<file path="config.mk">
export PLATFORM = sky130hd
export DESIGN_NAME = csel_adder_pipe
export DESIGN_NICKNAME = d
export VERILOG_FILES = /design/src/rtl/csel_pkg.sv /design/src/rtl/csel_adder_pipe_block.sv /design/src/rtl/csel_adder_pipe.sv
export SDC_FILE = /design/constraint.sdc
export NUM_CORES = 1
export LEC_CHECK = 0
export BUFFER_PORTS_ARGS = -buffer_cell sky130_fd_sc_hd__buf_2
export CAP_MARGIN = 15
export CORE_UTILIZATION = 50
export CTS_BUF_LIST = sky130_fd_sc_hd__clkbuf_8
export CTS_CLUSTER_SIZE = 10
export DETAILED_ROUTE_END_ITERATION = 10
export GPL_TIMING_DRIVEN = 0
export PLACE_DENSITY_LB_ADDON = 0.25
export SYNTH_ARGS = -nofsm -noshare
export SYNTH_HDL_FRONTEND = slang
export SYNTH_SLANG_ARGS = --single-unit
export TNS_END_PERCENT = 5
</file>
<file path="constraint.sdc">
create_clock -name clk -period 2.6 [get_ports clk]
set_input_delay 0.52 -clock clk [delete_from_list [all_inputs] [get_ports clk]]
set_output_delay 0.52 -clock clk [all_outputs]
set_load 0.05 [all_outputs]
</file>
<file path="src/rtl/csel_pkg.sv">
// Shared definitions for the pipelined carry-select adder/subtractor.
// The optional signed-overflow output is enabled with the CSEL_OVF_EN macro.
package csel_pkg;

  localparam int CSEL_WIDTH_DEF = 32;
  localparam int CSEL_BLK_DEF   = 8;

  // Number of carry-select blocks, which is also the number of pipeline stages.
  function automatic int nblk(input int width, input int blk);
    return width / blk;
  endfunction

  // One pipeline stage at the default width: valid bit, carry out of the block
  // resolved so far, partial sum, and the operand bits still to be resolved.
  typedef struct packed {
    logic                      valid;
    logic                      carry;
    logic [CSEL_WIDTH_DEF-1:0] psum;
    logic [CSEL_WIDTH_DEF-1:0] a_hi;
    logic [CSEL_WIDTH_DEF-1:0] bb_hi;
  } stage_t;

endpackage

</file>
<file path="src/rtl/csel_adder_pipe_block.sv">
// Combinational carry-select block: sums one BLK-bit slice for carry-in 0
// and carry-in 1, and reports the carry into the slice MSB for each case
// (used for signed overflow when CSEL_OVF_EN is defined).
module csel_block #(
  parameter int BLK = 8
) (
  input  logic [BLK-1:0] a_i,
  input  logic [BLK-1:0] b_i,
  output logic [BLK-1:0] s0_o,
  output logic           c0_o,
  output logic [BLK-1:0] s1_o,
  output logic           c1_o,
  output logic           m0_o,
  output logic           m1_o
);

  assign {c0_o, s0_o} = {1'b0, a_i} + {1'b0, b_i};
  assign {c1_o, s1_o} = {1'b0, a_i} + {1'b0, b_i} + (BLK+1)'(1);

  // The carry into the MSB is recovered from the MSB sum bit and its operands.
  assign m0_o = s0_o[BLK-1] ^ a_i[BLK-1] ^ b_i[BLK-1];
  assign m1_o = s1_o[BLK-1] ^ a_i[BLK-1] ^ b_i[BLK-1];

endmodule

</file>
<file path="src/rtl/csel_adder_pipe.sv">
// Pipelined carry-select adder/subtractor. Stage k resolves operand block k,
// choosing between two precomputed candidates with the carry of stage k-1.
// Each stage has its own valid bit; backpressure propagates through a
// ready chain so that one result per cycle flows at steady state.
// Define CSEL_OVF_EN to add the registered signed-overflow output ovf.
module csel_adder_pipe
  import csel_pkg::*;
#(
  parameter int WIDTH = CSEL_WIDTH_DEF,
  parameter int BLK   = CSEL_BLK_DEF
) (
  input  logic             clk,
  input  logic             rst_n,
  input  logic             in_valid,
  output logic             in_ready,
  input  logic [WIDTH-1:0] a,
  input  logic [WIDTH-1:0] b,
  input  logic             cin,
  input  logic             sub,
  output logic             out_valid,
  input  logic             out_ready,
  output logic [WIDTH-1:0] sum,
  output logic             cout
`ifdef CSEL_OVF_EN
  ,
  output logic             ovf
`endif
);

  localparam bit CFG_OK = (BLK >= 1) && (BLK <= WIDTH) &&
                          ((WIDTH % ((BLK >= 1) ? BLK : 1)) == 0);
  localparam int NBLK   = CFG_OK ? nblk(WIDTH, BLK) : 1;
  localparam int LAST   = NBLK - 1;

  if (!CFG_OK) begin : g_bad_cfg
    $error("csel_adder_pipe: WIDTH must be a multiple of BLK with 1 <= BLK <= WIDTH");
  end

  // Stage record at this instance's width (same fields as csel_pkg::stage_t).
  typedef struct packed {
    logic             valid;
    logic             carry;
    logic [WIDTH-1:0] psum;
    logic [WIDTH-1:0] a_hi;
    logic [WIDTH-1:0] bb_hi;
  } stage_w_t;

  stage_w_t         st_q [NBLK];
  stage_w_t         st_d [NBLK];
  stage_w_t         up   [NBLK];
  logic [NBLK-1:0]  rdy;
  logic [WIDTH-1:0] s0_w, s1_w;
  logic [NBLK-1:0]  c0_w, c1_w, m0_w, m1_w;

  // Upstream view of each stage: the accept port for stage 0 (with the
  // effective subtract operands), the previous stage register otherwise.
  always_comb begin
    // NOTE: every combinational output gets a default first so no path
    // through the block leaves it unassigned (which would infer a latch).
    up[0].valid = in_valid;
    up[0].carry = cin ^ sub;
    up[0].psum  = '0;
    up[0].a_hi  = a;
    up[0].bb_hi = sub ? ~b : b;
    for (int k = 1; k < NBLK; k++) begin
      up[k] = st_q[k-1];
    end
  end

  // Candidate sums for block k, computed from that stage's upstream operands.
  for (genvar k = 0; k < NBLK; k++) begin : g_stage
    csel_block #(.BLK(BLK)) u_blk (
      .a_i  (up[k].a_hi[k*BLK +: BLK]),
      .b_i  (up[k].bb_hi[k*BLK +: BLK]),
      .s0_o (s0_w[k*BLK +: BLK]),
      .c0_o (c0_w[k]),
      .s1_o (s1_w[k*BLK +: BLK]),
      .c1_o (c1_w[k]),
      .m0_o (m0_w[k]),
      .m1_o (m1_w[k])
    );
  end

  // Ready chain, unrolled: stage k may load if the consumer is ready or any
  // stage from k to the output holds a bubble.
  always_comb begin
    for (int k = 0; k < NBLK; k++) begin
      logic r;
      r = out_ready;
      for (int j = k; j < NBLK; j++) begin
        r = r | ~st_q[j].valid;
      end
      rdy[k] = r;
    end
  end

  // Next state of each stage: hold, or load the upstream valid and, when it
  // carries data, the selected block result, its carry and the operands.
  always_comb begin
    for (int k = 0; k < NBLK; k++) begin
      st_d[k] = st_q[k];
      if (rdy[k]) begin
        st_d[k].valid = up[k].valid;
        if (up[k].valid) begin
          st_d[k].carry = up[k].carry ? c1_w[k] : c0_w[k];
          st_d[k].psum  = up[k].psum;
          st_d[k].psum[k*BLK +: BLK] = up[k].carry ? s1_w[k*BLK +: BLK]
                                                   : s0_w[k*BLK +: BLK];
          st_d[k].a_hi  = up[k].a_hi;
          st_d[k].bb_hi = up[k].bb_hi;
        end
      end
    end
  end

  // Stage registers; an async reset empties the pipeline.
  always_ff @(posedge clk or negedge rst_n) begin
    if (!rst_n) begin
      // NOTE: the data fields are reset along with the valid bits so that
      // sum/cout read as zero out of reset, not just "don't care".
      for (int k = 0; k < NBLK; k++) begin
        st_q[k] <= '0;
      end
    end else begin
      // NOTE: sequential state uses non-blocking assignments so every stage
      // samples the pre-edge value of its neighbour.
      for (int k = 0; k < NBLK; k++) begin
        st_q[k] <= st_d[k];
      end
    end
  end

  assign in_ready  = rdy[0];
  assign out_valid = st_q[LAST].valid;
  assign sum       = st_q[LAST].psum;
  assign cout      = st_q[LAST].carry;

`ifdef CSEL_OVF_EN
  logic ovf_q, ovf_d;

  // Overflow = carry into the MSB XOR carry out, captured with the last block.
  always_comb begin
    ovf_d = ovf_q;
    if (rdy[LAST] && up[LAST].valid) begin
      ovf_d = (up[LAST].carry ? m1_w[LAST] : m0_w[LAST]) ^
              (up[LAST].carry ? c1_w[LAST] : c0_w[LAST]);
    end
  end

  // Overflow register, loaded in step with the last stage.
  always_ff @(posedge clk or negedge rst_n) begin
    if (!rst_n) ovf_q <= 1'b0;
    else        ovf_q <= ovf_d;
  end

  assign ovf = ovf_q;
`endif

  // The last stage's operand copies and the lower-block MSB carries have no consumer.
  logic unused_bits;
  assign unused_bits = ^{m0_w, m1_w, st_q[LAST].a_hi, st_q[LAST].bb_hi};

endmodule
</file>
# == Word-level counts from Yosys, hierarchy flattened ==
# Cells that the tools add are included.
# Widths: inputs -> output; s select.
# op_classes
n_addsub,8
mux,9
bitwise,16
reduce_logical,4
# ops
operator,count
$add 8x8->9,4
$add 9x1->9 const B,4
$mux 32,1
$mux 8,4
$not 32->32,1
$or 1x1->1,10
$reduce_and 2->1,4
$mux 1,4
$not 1->1,4
$xor 1x1->1,1
# totals
regBits,280
input_bits,70
output_inout_bits,35
wordCells,55

# == Longest topological paths before layout ==
# Gate-level depths: netlist of the first run.
# depth
depth_word,6
ltp_mapped,13
depth_no_buf,11

# == By module ==
# From an unflattened synthesis of the first run, not the netlist that was laid out.
# hier_totals
cells_unflattened,771
area_unflattened_um2,9739.3
# by_module_without_submodules
module,instances,cells_per_inst,area_per_inst_um2,seq_area_each_um2
csel_adder_pipe,1,539,7803.7,4604.4
csel_block (g_stage[1].u_blk ...),3,58,470.5,0.0
csel_block (g_stage[0].u_blk),1,58,524.3,0.0

# == Worst setup path before layout of the first run ==
# OpenSTA, ideal clock, no wires.
# synth_path
path_kind,in2reg
startpoint,in sub
endpoint,reg st_q[390] (netlist name)
setup_time_ps,76
t_arrival_ps,2804
required_ps,2524
path_slack_ps,-281
stages,13
n_path_buf,2
cell_sequence,buf_4 buf_2 xor2_1 ha_1 inv_1 fa_1 nor2b_1 o211ai_1 a211o_1 o311ai_2 nand4_1 xor2_1 o21ai_1
# synth_between
elab_chain_cells,4
elab_cells_between_ends,5
classes_between,add/sub: 2; mux: 2; bitwise: 1
# synth_lines
element,line_no,text
from (decl),csel_adder_pipe.sv:19,"input logic sub,"
$mux 32,csel_adder_pipe.sv:64,up[0].bb_hi = sub ? ~b : b;
$add 8x8->9,"csel_adder_pipe_block.sv:17, csel_adder_pipe_block.sv:18",
$add 9x1->9,csel_adder_pipe_block.sv:18,"assign {c1_o, s1_o} = {1'b0, a_i} + {1'b0, b_i} + (BLK+1)'(1);"
$mux 1 *,csel_adder_pipe.sv:105,st_d[k].carry = up[k].carry ? c1_w[k] : c0_w[k];
"to (signal, indexed assignment)",csel_adder_pipe.sv:128,st_q[k] <= st_d[k];
to (decl),csel_adder_pipe.sv:48,stage_w_t st_q [NBLK];
# Every way passes the cells marked *; elsewhere a longest branch is shown, timed or not.
# A chain may end at the register's enable or synchronous reset.

# == Worst setup path in the final report of the first run ==
# layout_path
startpoint,reg st_q[122] (netlist name)
endpoint,"reg st_q, in the netlist sum[31]"
# layout_between
elab_chain_cells,3
# layout_lines
element,line_no,text
$add 8x8->9 *,"csel_adder_pipe_block.sv:17, csel_adder_pipe_block.sv:18",
$add 9x1->9,csel_adder_pipe_block.sv:18,
$mux 8 *,csel_adder_pipe.sv:107,st_d[k].psum[k*BLK +: BLK] = up[k].carry ? s1_w[k*BLK +: BLK]
# Marked as above.

==> impl_metrics.json, run 1 <==
{
  "cts-root-buf": "clkbuf_8",
  "dr_total_vias": 5764,
  "dieArea_sq_um": 18900,
  "synth-edff-count": 0,
  "yosysTopAreaCellShare_pct": 50.16,
  "worstSetupPathType": "reg2reg",
  "drc": 0,
  "worst_setup_path_end_kind": "flip-flop",
  "drt_iter0_markers": 244,
  "nNetsFinal": 1006,
  "coreArea_sq_um": 17960,
  "rsz0062_at_grt": "true",
  "finalCritPeriodShare_pct": 94.17,
  "drive_gt1_share_pct": 36.78,
  "final.setup_skew_ns": 0.01362,
  "power_density_nw_per_um2": 1115,
  "gp_congestion": 0.7911,
  "timing.fmax_ghz": 0.4084,
  "maxCapViolations": 0,
  "cts_tree": "done",
  "slew_headroom_pct": 46.70,
  "wirelength_um": 16090,
  "htreeDepth": 4,
  "clock_latency_ns": 0.46,
  "vias_per_cell": 5.069,
  "netlist_area_sq_um": 9179,
  "ir_worst_vdd_mv": 0.7883,
  "synth-async-reset-ratio_pct": 100.0,
  "layout_setup_ws_ns": 0.1517,
  "status": "finished clean",
  "setup_viol": 0,
  "hold_viol_final": 0,
  "cts_buffer_depth": 2,
  "grt_pass1_wl_um": 27300,
  "crit_fanout": 3,
  "placementRows": 49,
  "diodes": 0,
  "grt_pass1_vias": 5599,
  "clkTransAtPathRegs_ns": 0.10,
  "synth-seq-cells": 184,
  "cp_data_required_time_ns": 2.94,
  "die_h_um": 137.5,
  "ios": 105,
  "synthDominantAreaCellType": "dfrtp_1",
  "synth.area.top_cells": "dfrtp_1 (50%), mux2_2 (15%), xnor2_1 (5.3%)",
  "syn2layout_area_growth_pct": 14.23,
  "yosysSeqAreaShare_pct": 50.16,
  "syn_area_per_cell_sq_um": 11.91,
  "yosys_warnings": 0,
  "port_buffers": 103,
  "place_hpwl_um": 12160,
  "power.leakage_nw": 4.744,
  "die_w_um": 137.5,
  "antenna_left": 0,
  "period_needed_ns": 2.448,
  "cts_buffers": 17,
  "cp-start-kind": "flip-flop",
  "cp.arrival_ns": 2.79,
  "synth_cell_types": 58,
  "grt_max_degree": 127,
  "syn_inst": 771,
  "antenna_found_initial": 0,
  "final_core_util_pct": 58.37,
  "grt_use_total_pct": 18.82,
  "finalMaxSlewViolations": 0,
  "initial_utilization_pct": 51.10,
  "synth_flop_cell": "dfrtp_1",
  "clock_sinks": 184,
  "grt-ovfl-total": 0,
  "wire_per_inst_um": 14.15,
  "synth_nets": 882,
  "dpl_worst_slack_ns": -0.2760,
  "firstDrtPassIters": 4,
  "worstMarginPinSlew_ns": 0.7995,
  "min_path_type": "in2reg",
  "finalPower_w": 0.01169
}
[cells in the mapped netlist (3+ instances only)]
cell	count
a211oi_1	4
xnor2_1	56
o21ai_0	56
ha_1	37
nor3_1	3
mux2_2	119
buf_4	33
buf_2	14
a21oi_2	3
nand2_1	81
a21oi_1	15
nor2_1	18
fa_1	4
inv_1	13
a21o_1	4
nand3_1	10
o21ai_1	11
nand2b_1	5
xor2_1	23
xor2_2	4
o211ai_1	7
o21a_1	4
mux2i_1	4
or4_1	3
o21bai_1	3
dfrtp_1	184
clkbuf_1	12
[cell usage in the layout, fill, tap and decap left out, types with 5 or more instances in the layout]
cell | Yosys | layout
a21oi_1 | 15 | 13
xor2_1 | 23 | 22
clkbuf_1 | 12 | 12
xor2_2 | 4 | 5
xnor2_1 | 56 | 56
dfrtp_1 | 184 | 184
buf_2 | 14 | 115
nand3_1 | 10 | 10
inv_6 | 0 | 5
inv_1 | 13 | 13
buf_4 | 33 | 32
nor2_1 | 18 | 18
ha_1 | 37 | 36
a21oi_2 | 3 | 5
clkbuf_8 | 0 | 18
o21ai_0 | 56 | 56
o211ai_1 | 7 | 7
o21ai_1 | 11 | 11
nand2_1 | 81 | 81
mux2_2 | 119 | 119
nand2b_1 | 5 | 5
[critical path, stage by stage, from the launching register on]
cell and delay, ns:
dfrtp_1 0.40, ha_1 0.24, fa_1 0.44, a211oi_2 0.26
o21bai_2 0.10, a21oi_2 0.18, xor2_2 0.11, or3b_1 0.40
xnor2_1 0.14, o21ai_1 0.07
[kinds of logic (layout without fill, tap and decap cells)]
logic type	count (synthesis)	count (layout)	synth area share [%]
flops	184	184	50.16
simple gates	143	143	7.415
mux	123	123	15.04
compound gates	120	120	8.138
xor+xnor	85	85	8.724
buf+inv	75	212	4.607
fa+ha+maj	41	41	5.916
[power breakdown]
part           total, W  switching, W  internal, W
combinational   0.00528       0.00291      0.00236
sequential      0.00444      0.000590      0.00385
clock           0.00198       0.00107     0.000905
[layer usage]
layer	share of wire, %	GRT usage, %	routed length (um)
met1	48	25.86	7799
met2	46	30.01	7480
met3	4.2	4.305	676
met4	0.83	4.945	134
met5	0	0	0
[area by class of cell]
type                       count  area [sq um]
timing repair buffer         105         563.0
buffer                        61         387.9
fill                        1526          7478
clock inverter                14         161.4
tap                          229         286.5
multi-input combinational    512          4182
clock buffer                  18         247.7
sequential                   184          4604
inverter                      14         52.55
[path summary, 6_finish.rpt]
path,startpoint,to,slack (ns),cells past startpoint
max in group asynchronous,rst_n,st_q[309]$_DFFE_PN0P_,1.09,3
hold / removal,in_valid,st_q[391]$_DFFE_PN0N_,0.25,2
min in group asynchronous,rst_n,out_valid$_DFFE_PN0N_,0.57,2
setup reg to reg,st_q[122]$_DFFE_PN0P_,sum[31]$_DFFE_PN0P_,0.15,9
hold reg to reg,sum[27]$_DFFE_PN0P_,sum[27]$_DFFE_PN0P_,0.48,2
setup / recovery,st_q[122]$_DFFE_PN0P_,sum[31]$_DFFE_PN0P_,0.15,9
[per-stage QoR]
stage               setup TNS, ns  cells  hold slack, ns  cell area, sq um
finish                          0   1137          0.2485             10490
global route                    0   1137          0.2319             10490
CTS                             0   1137          0.2182             10470
detailed placement        -0.9410   1104          0.4659             10050
global placement          -353.61   1103          0.4604             10010
floorplan                -0.08777    771          0.2244              9211
[registers in the layout, indices dropped and copies added (netlist names)]
name / flops
cout: 1
out_valid: 1
st_q: 150
sum: 32
[what timing repair did]
item | CTS | global route
resized for setup | 0 | 3
endpoints found under the setup margin | 0 | 3
hold endpoints to repair | 58 | 0
setup buffers | 0 | 0
hold buffers | 1 | 0
(Power assumes the default switching activity.)
==> inputs of run 2 (changes only) <==
- clock period: 2.6 -> 2.05 ns (I/O delays scaled with it)
==> impl_metrics.json, run 2 (synthesized netlist as in run 1, its figures left out) <==
{
  "ios": 105,
  "initial_utilization_pct": 51.10,
  "crit_start": "st_q[122]$_DFFE_PN0P_",
  "slew_headroom_pct": 46.31,
  "register_area_sq_um": 4606,
  "status": "finished, violations left",
  "critical_path.max_stage_delay_ns": 0.40,
  "cts_buffer_depth": 2,
  "nNetsFinal": 1013,
  "die_h_um": 137.5,
  "largest_reg_flops": 150,
  "fill_cells": 1528,
  "worstPathCellList": "ha_2 -> fa_2 -> a21o_1 -> a21oi_2 -> xnor2_2 -> nand3_2 -> or3b_1 -> xnor2_1 -> o21ai_1",
  "antenna_found_initial": 0,
  "clock_latency_ns": 0.46,
  "cp-start-kind": "flip-flop",
  "cts_buffers": 17,
  "power.leakage_nw": 4.816,
  "r2r_start": "st_q[122]$_DFFE_PN0P_",
  "finalPower_w": 0.01536,
  "worstHoldStart": "a[27]",
  "port_buffers": 103,
  "gp_congestion": 0.8159,
  "cp_top_family": "adder cells",
  "placementRows": 49,
  "ir_worst_vdd_mv": 0.8867,
  "crit_fanout": 3,
  "layout_common_cells": "dfrtp_1 (183), mux2_2 (119), buf_2 (114)",
  "grt_pass1_vias": 5568,
  "finalCritPeriodShare_pct": 112.8,
  "htreeDepth": 4,
  "final.setup_skew_ns": 0.01504,
  "cp_data_required_time_ns": 2.38,
  "cp.arrival_ns": 2.64,
  "worstRegToRegCells": 9,
  "dieArea_sq_um": 18900,
  "cts-root-buf": "clkbuf_8",
  "diodes": 0,
  "clkTransAtPathRegs_ns": 0.10,
  "worstSetupPathType": "reg2reg",
  "wire_per_inst_um": 14.50,
  "top_register": "st_q",
  "layout_setup_ws_ns": -0.2617,
  "dr_total_vias": 5805,
  "min_path_type": "in2reg",
  "syn2layout_area_growth_pct": 16.79,
  "wirelength_um": 16580,
  "crit_cells": 9,
  "crit_buf_inv": 0,
  "die_w_um": 137.5,
  "clkPwrFrac_pct": 16.2,
  "rsz0062_at_grt": "true",
  "violations": "setup timing",
  "grt_use_total_pct": 19.08,
  "firstDrtPassIters": 4,
  "maxCapViolations": 0,
  "switching_share_pct": 38.77,
  "finalMaxSlewViolations": 0,
  "grt_max_degree": 98,
  "mostFrequentLayoutCell": "dfrtp_1",
  "multi_input_area_sq_um": 4347,
  "drt_iter0_markers": 237,
  "cpMaxStageDelayCell": "dfrtp_1",
  "dpl.cell_count": 1104,
  "worst_setup_path_end_kind": "flip-flop",
  "clock_sinks": 184,
  "combPwrFrac_pct": 47.4,
  "worstMarginPinSlew_ns": 0.8053,
  "timing.fmax_ghz": 0.4326,
  "setup_viol": 15,
  "coreArea_sq_um": 17960,
  "hold_path_depth": 2,
  "p_seq_share_pct": 36.4,
  "grt-ovfl-total": 0,
  "finalNonFillerCells": 1144,
  "hold_viol_final": 0,
  "period_needed_ns": 2.312,
  "power_density_nw_per_um2": 1433,
  "cts_tree": "done",
  "drive_gt1_share_pct": 40.66,
  "internal-power_w": 0.009405,
  "antenna_left": 0,
  "vias_per_cell": 5.074,
  "drc": 0,
  "p_sw_w": 0.005955,
  "grt_pass1_wl_um": 27370,
  "place_hpwl_um": 12390
}
## run 2: cell types whose count changed in the layout (fill, tap and decap cells not counted), sizes merged
| cell | previous run | this run |
|---|---|---|
| buf | 153 | 159 |
| clkbuf | 30 | 33 |
| clkinv | 1 | 5 |
| clkinvlp | 4 | 2 |
| inv | 21 | 17 |
## run 2: through the flow
step                      TNS, ns  cell area (sq um)  worst slack (ns)  utilization, %  hold slack (ns)
final                      -1.784              10720           -0.2617           59.68           0.1731
after global routing       -3.950              10720           -0.3706           59.68           0.1452
after CTS                  -2.204              10590           -0.3416           58.93           0.1427
after detailed placement   -10.95              10060           -0.6529           56.03           0.4663
after global placement    -448.87              10030            -2.706           55.82           0.4598
after floorplan            -15.55               9225           -0.4586               -           0.1144
## run 2: cell type report
type                       instances  share of cell area, %
clock inverter                    12                  1.284
clock buffer                      20                  2.568
tap                              229                  2.673
timing repair buffer             112                  5.742
sequential                       184                  42.96
buffer                            61                  3.735
multi-input combinational        512                  40.55
inverter                          14                 0.4902
## run 2: repair_timing
action                                 in CTS  in global routing
setup buffers                               4                  3
resized for setup                          17                 21
hold buffers                                1                  0
endpoints found under the hold margin      61                  0
pin swaps                                  14                 18
setup endpoints to repair                  31                 23
## run 2: path summary, 6_finish.rpt
kind,end,slack [ns]
hold reg to reg,st_q[272]$_DFFE_PN0P_,0.48
hold / removal,st_q[353]$_DFFE_PN0P_,0.17
max in group asynchronous,sum[9]$_DFFE_PN0P_,0.63
min in group asynchronous,sum[4]$_DFFE_PN0P_,0.56
setup reg to reg,sum[31]$_DFFE_PN0P_,-0.26
setup / recovery,sum[31]$_DFFE_PN0P_,-0.26
## run 2: power groups by stage
stage | registers (W) | clock network, W | logic, W
4_1_cts | 0.00561 | 0.00256 | 0.00705
3_3_place_gp | 0.00563 | 0 | 0.00663
6_report | 0.00559 | 0.00249 | 0.00729
2_1_floorplan | 0.00545 | 0 | 0.00563
3_5_place_dp | 0.00568 | 0 | 0.00678
5_1_grt | 0.00575 | 0.00269 | 0.00800
## run 2: worst register-to-register path: stages, from the launching register on
cell and delay (ns):
dfrtp_1 0.40, ha_2 0.20, fa_2 0.38, a21o_1 0.19, a21oi_2 0.16, xnor2_2 0.15, nand3_2 0.10, or3b_1 0.40
xnor2_1 0.14, o21ai_1 0.07
## run 2: routing by layer
metal / up-vias / part of all wire [%] / global-route usage, %
li1: 2896 / - / -
met1: 2811 / 46 / 25.10
met4: 0 / 1.4 / 5.861
met2: 81 / 50 / 31.97
met5: - / 0 / 0
met3: 17 / 2.8 / 3.495
